## config.mk

```make
export PLATFORM = sky130hd
export DESIGN_NAME = reg_bank_arb
export DESIGN_NICKNAME = d
export VERILOG_FILES = /design/src/rtl/reg_bank_arb.sv
export SDC_FILE = /design/constraint.sdc
export NUM_CORES = 1
export LEC_CHECK = 0
export CELL_PAD_IN_SITES_DETAIL_PLACEMENT = 0
export CELL_PAD_IN_SITES_GLOBAL_PLACEMENT = 1
export CORE_MARGIN = 10
export CORE_UTILIZATION = 30
export CTS_BUF_LIST = sky130_fd_sc_hd__clkbuf_8
export CTS_CLUSTER_DIAMETER = 150
export DETAILED_ROUTE_END_ITERATION = 12
export PLACE_DENSITY_LB_ADDON = 0.1
export SETUP_SLACK_MARGIN = 0.4
export SLEW_MARGIN = 40
export SYNTH_ARGS = -nofsm -noshare
export SYNTH_HDL_FRONTEND = slang
export SYNTH_SLANG_ARGS = --single-unit
```

## constraint.sdc

```tcl
create_clock -name clk_reg -period 3 [get_ports clk_reg]
set_clock_uncertainty 0.05 [all_clocks]
set_input_delay 0.75 -clock clk_reg [delete_from_list [all_inputs] [get_ports clk_reg]]
set_output_delay 0.75 -clock clk_reg [all_outputs]
set_load 0.03 [all_outputs]
```

## src/rtl/reg_bank_arb.sv

```systemverilog
// reg_bank_arb: two-requester round-robin arbiter/sequencer in front of a
// bank of rw_reg storage registers.
//
// Each transaction takes IDLE -> EXEC -> RESP. At least 3 cycles pass
// between accepts.
//
// Ports:
//   clk_reg, rst_reg      - clock; synchronous active-high reset
//   rX_req_vld/rdy        - request handshake (rdy is combinational in IDLE)
//   rX_req_wr/addr/wdata  - request payload (1 = write)
//   rX_rsp_vld/rdy        - registered response handshake
//   rX_rsp_rdata/err      - read data (0 for writes/errors), out-of-range flag
//
// rw_reg: one storage register.
//   Synchronous active-low reset to DEFAULT_VALUE.
//   Loads data_in when wen is high.

module rw_reg #(
  parameter int                 DATA_W        = 32,
  parameter logic [DATA_W-1:0]  DEFAULT_VALUE = {DATA_W{1'b0}}
) (
  input  logic              clk,
  input  logic              rst_reg_n,
  input  logic              wen,
  input  logic [DATA_W-1:0] data_in,
  output logic [DATA_W-1:0] data_out
);

  // Storage flop with reset priority over write enable.
  always_ff @(posedge clk) begin
    if (!rst_reg_n) begin
      data_out <= DEFAULT_VALUE;
    end else if (wen) begin
      data_out <= data_in;
    end
  end

endmodule

module reg_bank_arb #(
  parameter int                 DATA_W        = 32,
  parameter int                 ADDR_W        = 4,
  parameter int                 N_REG         = 16,
  parameter logic [DATA_W-1:0]  DEFAULT_VALUE = {DATA_W{1'b0}}
) (
  input  logic              clk_reg,
  input  logic              rst_reg,
  input  logic              r0_req_vld,
  output logic              r0_req_rdy,
  input  logic              r0_req_wr,
  input  logic [ADDR_W-1:0] r0_req_addr,
  input  logic [DATA_W-1:0] r0_req_wdata,
  output logic              r0_rsp_vld,
  input  logic              r0_rsp_rdy,
  output logic [DATA_W-1:0] r0_rsp_rdata,
  output logic              r0_rsp_err,
  input  logic              r1_req_vld,
  output logic              r1_req_rdy,
  input  logic              r1_req_wr,
  input  logic [ADDR_W-1:0] r1_req_addr,
  input  logic [DATA_W-1:0] r1_req_wdata,
  output logic              r1_rsp_vld,
  input  logic              r1_rsp_rdy,
  output logic [DATA_W-1:0] r1_rsp_rdata,
  output logic              r1_rsp_err
);

  typedef enum logic [1:0] {
    IDLE = 2'd0,
    EXEC = 2'd1,
    RESP = 2'd2
  } state_t;

  // One extra bit so N_REG == 2**ADDR_W is representable.
  localparam logic [ADDR_W:0] ADDR_LIMIT = (ADDR_W+1)'(N_REG);

  state_t              state;
  state_t              next_state;
  logic                last_gnt;
  logic                gnt;
  logic                cap_wr;
  logic [ADDR_W-1:0]   cap_addr;
  logic [DATA_W-1:0]   cap_wdata;
  logic                sel_gnt;
  logic                accept;
  logic                rsp_hs;
  logic                in_range;
  logic                rst_reg_n;
  logic [N_REG-1:0]    wen;
  logic [DATA_W-1:0]   rd_mux;
  logic [DATA_W-1:0]   data_out [N_REG];

  assign rst_reg_n = ~rst_reg;
  assign in_range  = ({1'b0, cap_addr} < ADDR_LIMIT);
  assign rsp_hs    = (state == RESP) && (gnt ? r1_rsp_rdy : r0_rsp_rdy);

  // Round-robin pick: a lone requester wins, a tie goes to the one not served last.
  always_comb begin
    sel_gnt = 1'b0;
    if (r0_req_vld && r1_req_vld) begin
      sel_gnt = ~last_gnt;
    end else if (r1_req_vld) begin
      sel_gnt = 1'b1;
    end else begin
      sel_gnt = 1'b0;
    end
  end

  // State register.
  always_ff @(posedge clk_reg) begin
    if (rst_reg) begin
      state <= IDLE;
    end else begin
      state <= next_state;
    end
  end

  // Next-state logic.
  always_comb begin
    next_state = state;
    case (state)
      IDLE:    next_state = accept ? EXEC : IDLE;
      EXEC:    next_state = RESP;
      RESP:    next_state = rsp_hs ? IDLE : RESP;
      default: next_state = IDLE;
    endcase
  end

  // FSM outputs: request ready, per-entry write enable and the read mux.
  always_comb begin
    accept     = (state == IDLE) && !rst_reg && (r0_req_vld || r1_req_vld);
    r0_req_rdy = accept && !sel_gnt;
    r1_req_rdy = accept && sel_gnt;
    rd_mux     = {DATA_W{1'b0}};
    for (int i = 0; i < N_REG; i++) begin
      wen[i] = (state == EXEC) && !rst_reg && cap_wr && (cap_addr == ADDR_W'(i));
      rd_mux = rd_mux | ({DATA_W{cap_addr == ADDR_W'(i)}} & data_out[i]);
    end
  end

  // Capture the granted request and advance the round-robin pointer on completion.
  always_ff @(posedge clk_reg) begin
    if (rst_reg) begin
      gnt       <= 1'b0;
      cap_wr    <= 1'b0;
      cap_addr  <= {ADDR_W{1'b0}};
      cap_wdata <= {DATA_W{1'b0}};
      last_gnt  <= 1'b1;
    end else begin
      if (accept) begin
        gnt       <= sel_gnt;
        cap_wr    <= sel_gnt ? r1_req_wr    : r0_req_wr;
        cap_addr  <= sel_gnt ? r1_req_addr  : r0_req_addr;
        cap_wdata <= sel_gnt ? r1_req_wdata : r0_req_wdata;
      end
      if (rsp_hs) begin
        last_gnt <= gnt;
      end
    end
  end

  // Response registers: loaded in EXEC, held through RESP, cleared on handshake.
  always_ff @(posedge clk_reg) begin
    if (rst_reg) begin
      r0_rsp_vld   <= 1'b0;
      r0_rsp_rdata <= {DATA_W{1'b0}};
      r0_rsp_err   <= 1'b0;
      r1_rsp_vld   <= 1'b0;
      r1_rsp_rdata <= {DATA_W{1'b0}};
      r1_rsp_err   <= 1'b0;
    end else if (state == EXEC) begin
      r0_rsp_vld   <= !gnt;
      r0_rsp_rdata <= (!gnt && !cap_wr && in_range) ? rd_mux : {DATA_W{1'b0}};
      r0_rsp_err   <= !gnt && !in_range;
      r1_rsp_vld   <= gnt;
      r1_rsp_rdata <= (gnt && !cap_wr && in_range) ? rd_mux : {DATA_W{1'b0}};
      r1_rsp_err   <= gnt && !in_range;
    end else if (rsp_hs) begin
      r0_rsp_vld   <= 1'b0;
      r0_rsp_rdata <= {DATA_W{1'b0}};
      r0_rsp_err   <= 1'b0;
      r1_rsp_vld   <= 1'b0;
      r1_rsp_rdata <= {DATA_W{1'b0}};
      r1_rsp_err   <= 1'b0;
    end
  end

  // Register bank.
  for (genvar i = 0; i < N_REG; i++) begin : g_bank
    rw_reg #(
      .DATA_W        (DATA_W),
      .DEFAULT_VALUE (DEFAULT_VALUE)
    ) u_reg (
      .clk       (clk_reg),
      .rst_reg_n (rst_reg_n),
      .wen       (wen[i]),
      .data_in   (cap_wdata),
      .data_out  (data_out[i])
    );
  end

endmodule

```

* Yosys cells after proc, flatten, opt, wreduce, memory -nomap -nowiden *
Index checks and enable logic that the tools add are counted.
W data, S select, Z words.

cells by class
  bitwise operators = 32
  equality and inequality tests = 17
  reductions and logical operators = 34
  multiplexer cells = 17

operator list
  kind                  count
  $and A32 B32 Y32      16
  $or A32 B32 Y32       15
  $mux W32              6
  $eq A4 B4 Y1 const B  8
  $logic_and A1 B1 Y1   26
  $eq A4 B3 Y1 const B  4
  $eq A4 B2 Y1 const B  2
  $mux W1               8
  $pmux W2 S3           1
  $eq A4 B1 Y1 const B  1
  $logic_not A1 Y1      4
  $logic_not A4 Y1      1
  $mux W4               1
  $eq A2 B1 Y1 const B  1
  $eq A2 B2 Y1 const B  1
  $logic_not A2 Y1      1
  $mux W2               1
  $reduce_bool A2 Y1    1
  $logic_or A1 B1 Y1    1
  $not A1 Y1            1

storage, ports and cells
  output and inout port bits = 70
  bits of input ports = 80
  bits in registers = 619

* Logic depth before layout (Yosys ltp) *
  word-level depth = 19
  mapped depth = 9
  depth with buffers taken out = 6

* Modules after synthesis *
Synthesis repeated with hierarchy kept, for this count alone.

unflattened totals
  cell total of the unflattened synthesis = 2660
  area total of the unflattened synthesis = 28366.0 um^2

by module, submodules not included
  module        sequential area each (um^2)  area an instance (um^2)  cells an instance  instances
  rw_reg        640.6                        1243.7                   103                16
  reg_bank_arb  2142.1                       8466.9                   1012               1

* Least setup slack after synthesis *
Ideal clock, no wire load.

  kind = in2out
  from = input port rst_reg
  to = output port r1_req_rdy
  stages = 5
  setup slack = 0.157 ns
  data arrival time = 2.043 ns
  cell sequence = clkbuf_1 -> or4_1 -> inv_1 -> buf_2 -> and2_1

between the ends
  word-level cells in the longest chain between the ends = 4

RTL lines
  item                              line  RTL
  start: declaration                47    input logic rst_reg,
  $logic_not A1 Y1                  131   accept = (state == IDLE) && !rst_reg && (r0_req_vld || r1_req_vld);
  $logic_and A1 B1 Y1 (2 in a row)  131
  $logic_and A1 B1 Y1               133   r1_req_rdy = accept && sel_gnt;
  end: declaration                  58    output logic r1_req_rdy,

No other way between the ends.

* Final worst setup path *
  from = register state[1]
  to = output port r1_req_rdy

between the ends
  word-level cells in the longest chain between the ends = 4

RTL lines
  item                              line  RTL
  start: declaration                77    state_t state;
  start signal: assignment          114   state <= next_state;
  $logic_not A2 Y1                  131
  $logic_and A1 B1 Y1 (2 in a row)  131
  $logic_and A1 B1 Y1               133

No other way between the ends.

==> impl_results.md <==
* Non-filler cells, final at 4466
* Total stage count of the critical path at 4
* Number of global-route vias before repair at 22420
* Skew-Pair Late Insertion Delay at 0.75 ns
* Final Slew Violations at 0
* CP required at 2.20 ns
* Netlist cell types at 34
* TritonCTS clock tree: yes
* Ys async rst share at 0
* Bufs and invs on worst path at 2
* Met2 wire len at 41.12 mm
* Vias at 22720
* Worst Path Class, Setup: register to output port
* Place WS at 0.09482 ns
* Largest net degree at the start of global routing at 215
* Crit Path Max Fanout at 4
* Core Box Area at 88100 um2
* Total grt overflow at 0
* Clk sinks at 619
* CTS Buf Count at 113
* Mapped cell area at 26550 um2
* Worst min path class: primary input to register
* Register area share after synthesis at 0.4667
* Peak supply drop at 0.2991 mV
* CTS root buf: clkbuf_8
* Die area at 100800 um2
* Port bufs at 147
* Final Hold Vio Count at 0
* Slew @ Worst Pin at 0.8818 ns
* Final worst setup slack at 0.2276 ns
* CP cell instances: or4_4 -> inv_2 -> and2_4 -> buf_6
* R2r worst-path depth at 6
* RSZ-0062 raised after global routing: true
* CTS max path bufs at 3
* Initial Utilization at 0.3014
* Cell Pwr Density at 577.4 nW/um2
* Drt via density at 5.087
* Row cnt at 109
* Crit. End Element: output port
* DRT met1 WL at 46.37 mm
* Max incr delay on CP at 0.55 ns
* Max Freq at 360.7 MHz
* Top layer in use: met4
* Synth Register Bits at 619
* Leak at 11.40 nW
* Slew Limit Headroom at 0.4121
* Synth warn at 0
* Initial DRT Pass Iterations at 7
* Slowest-stage cell, CP: or4_4
* EDFF count, synth at 0
* Main flop type after synthesis: dfxtp_1
* 1st-iter DRT viols at 1881
* Status: finished, final reports clean
* Antenna violations before repair at 3
* DP HPWL at 55.05 mm
* CP Launch Type: register
* Largest area contributor in the netlist: dfxtp_1
* Top delay family on crit path: simple AND/OR/NAND/NOR gates
* Worst EP arrival at 1.97 ns
* Wire length per cell at 21.30 um
* Max cap viols at 0
* Mapped Cells at 3191
* First-pass GRT wire length at 143.6 mm
* Post-DRT Antenna Nets at 0
* IO Count at 150
* Period utilization at 0.9241
* Post-Syn Area per Cell at 8.321 um2
* Routed length on met3 at 5.039 mm
* Setup total negative slack at 0 ns
* Chip height at 317.5 um
* Chip width at 317.5 um
* Placer Congestion at 0.7454
* H-tree levels at 3
* Share of cells above drive strength 1 at 0.09463
* Synth-to-Final Area Change at 19.52%
* Cells after DPL at 4251
* Share of the synthesized area in the top cell type at 0.4667
* Total routed wirelength at 95.12 mm
* Drc violations at 0
* Hold depth at 4
* Hold slack at 0.3973 ns
* Tot Pwr at 18.32 mW
* Hold_buf cts at 0
* Final net count at 3282
* Final setup violation count at 0
* Total GRT Usage at 0.1815
* Worst-path clk slew at 0.06 ns
* Synth area leaders: dfxtp_1 (47%), nand2b_1 (9.2%), nand2_1 (9.2%)
* Crit path time final at 2.772 ns
==> Yosys cell counts (7+ instances only) <==
library cell and count:
a22o_1 64, a22oi_1 193, a211oi_1 37, or4_1 33
o21ai_0 406, buf_2 57, nor2_1 78, nand2b_1 392
o21ai_1 10, dfxtp_1 619, buf_1 15, and2_1 7
nand3b_1 129, nand2_1 649, o22ai_1 64, clkbuf_1 261
mux2i_1 102, o22a_1 32
==> what timing repair did <==
action / CTS / global route
pin swaps: 2 / 2
resized for setup: 71 / 2
buffers inserted: 1 / 0
gates cloned: 0 / 0
endpoints found under the setup margin: 67 / 5
==> stage by stage <==
step / util / instance area, um2
6_report: 0.3602 / 31740
5_1_grt: 0.3602 / 31730
4_1_cts: 0.3599 / 31710
3_5_place_dp: 0.3335 / 29380
3_3_place_gp: 0.3329 / 29330
2_1_floorplan: - / 26570
==> per-layer routing <==
layer | vias up | track usage
met2 | 633 | 0.2794
met5 | - | 0
li1 | 10950 | -
met3 | 174 | 0.03105
met4 | 0 | 0.05908
met1 | 10970 | 0.2538
==> cell usage in the layout, fill, tap and decap left out, types with 3 or more instances in the layout <==
cell	synthesis	final
a211oi_1	37	37
a21oi_1	6	6
a22o_1	64	64
a22oi_1	193	193
and2_1	7	4
and2_2	0	6
buf_12	0	35
buf_4	3	51
clkbuf_8	0	152
clkdlybuf4s50_1	0	77
clkinv_2	0	7
dfxtp_1	619	599
dfxtp_2	0	20
diode_2	0	4
dlygate4sd2_1	0	67
inv_1	2	44
inv_6	0	3
mux2i_1	102	102
nand2_1	649	649
nand2b_1	392	389
nand2b_2	0	3
nand3b_1	129	129
nor2_1	78	75
nor2_4	0	3
nor2b_4	0	5
nor3_4	0	6
o21ai_0	406	406
o21ai_1	10	10
o22a_1	32	32
o22ai_1	64	64
or4_1	33	31
==> path summary, 6_finish.rpt <==
kind / from / endpoint / slack [ns]
max reg2reg: cap_addr[1] / r0_rsp_rdata[11] / 0.45
min: rst_reg / gnt / 0.40
max: state[1] / r1_req_rdy / 0.23
min reg2reg: r1_rsp_rdata[19] / r1_rsp_rdata[19] / 0.42
==> report_power, final <==
part | total, mW | switching [mW] | leakage (nW) | internal, mW
combinational | 1.42 | 0.904 | 5.00 | 0.511
sequential | 8.57 | 0.278 | 5.00 | 8.29
clock | 8.34 | 3.74 | 1.40 | 4.60
==> logic make-up after synthesis <==
family / count (synthesis) / synth area share
multiplexers: 102 / 0.03845
AND/OR/NAND/NOR: 1313 / 0.2503
flip-flops: 619 / 0.4667
other: 1 / 0.0001412
buffers and inverters: 342 / 0.05259
AO/OA/AOI/OAI: 814 / 0.1919
==> final cells by class <==
cell class                 count  area [um2]
sequential                   619       12420
tap                         1165        1458
inverter                       2       7.507
clock buffer                 152        2092
timing repair buffer         235        2521
fill                        9023       56370
antenna                        4       10.01
clock inverter                58       299.0
multi-input combinational   2231       12930
==> tightest hold or removal path, delay by kind of cell <==
kind,cells,cell delay [ns]
and+or+nand+nor,2,0.23
AOI/OAI and AO/OA,1,0.06
buffers and inverters,1,0.11
==> sequential cells by signal, indices dropped and copies added (netlist names) <==
signal                 cells
cap_wr                     1
state                      2
r0_rsp_rdata              32
gnt                        1
cap_addr                   4
r1_rsp_vld                 1
g_bank.u_reg.data_out    512
cap_wdata                 32
r0_rsp_vld                 1
r1_rsp_rdata              32
last_gnt                   1
(Power assumes the default switching activity.)
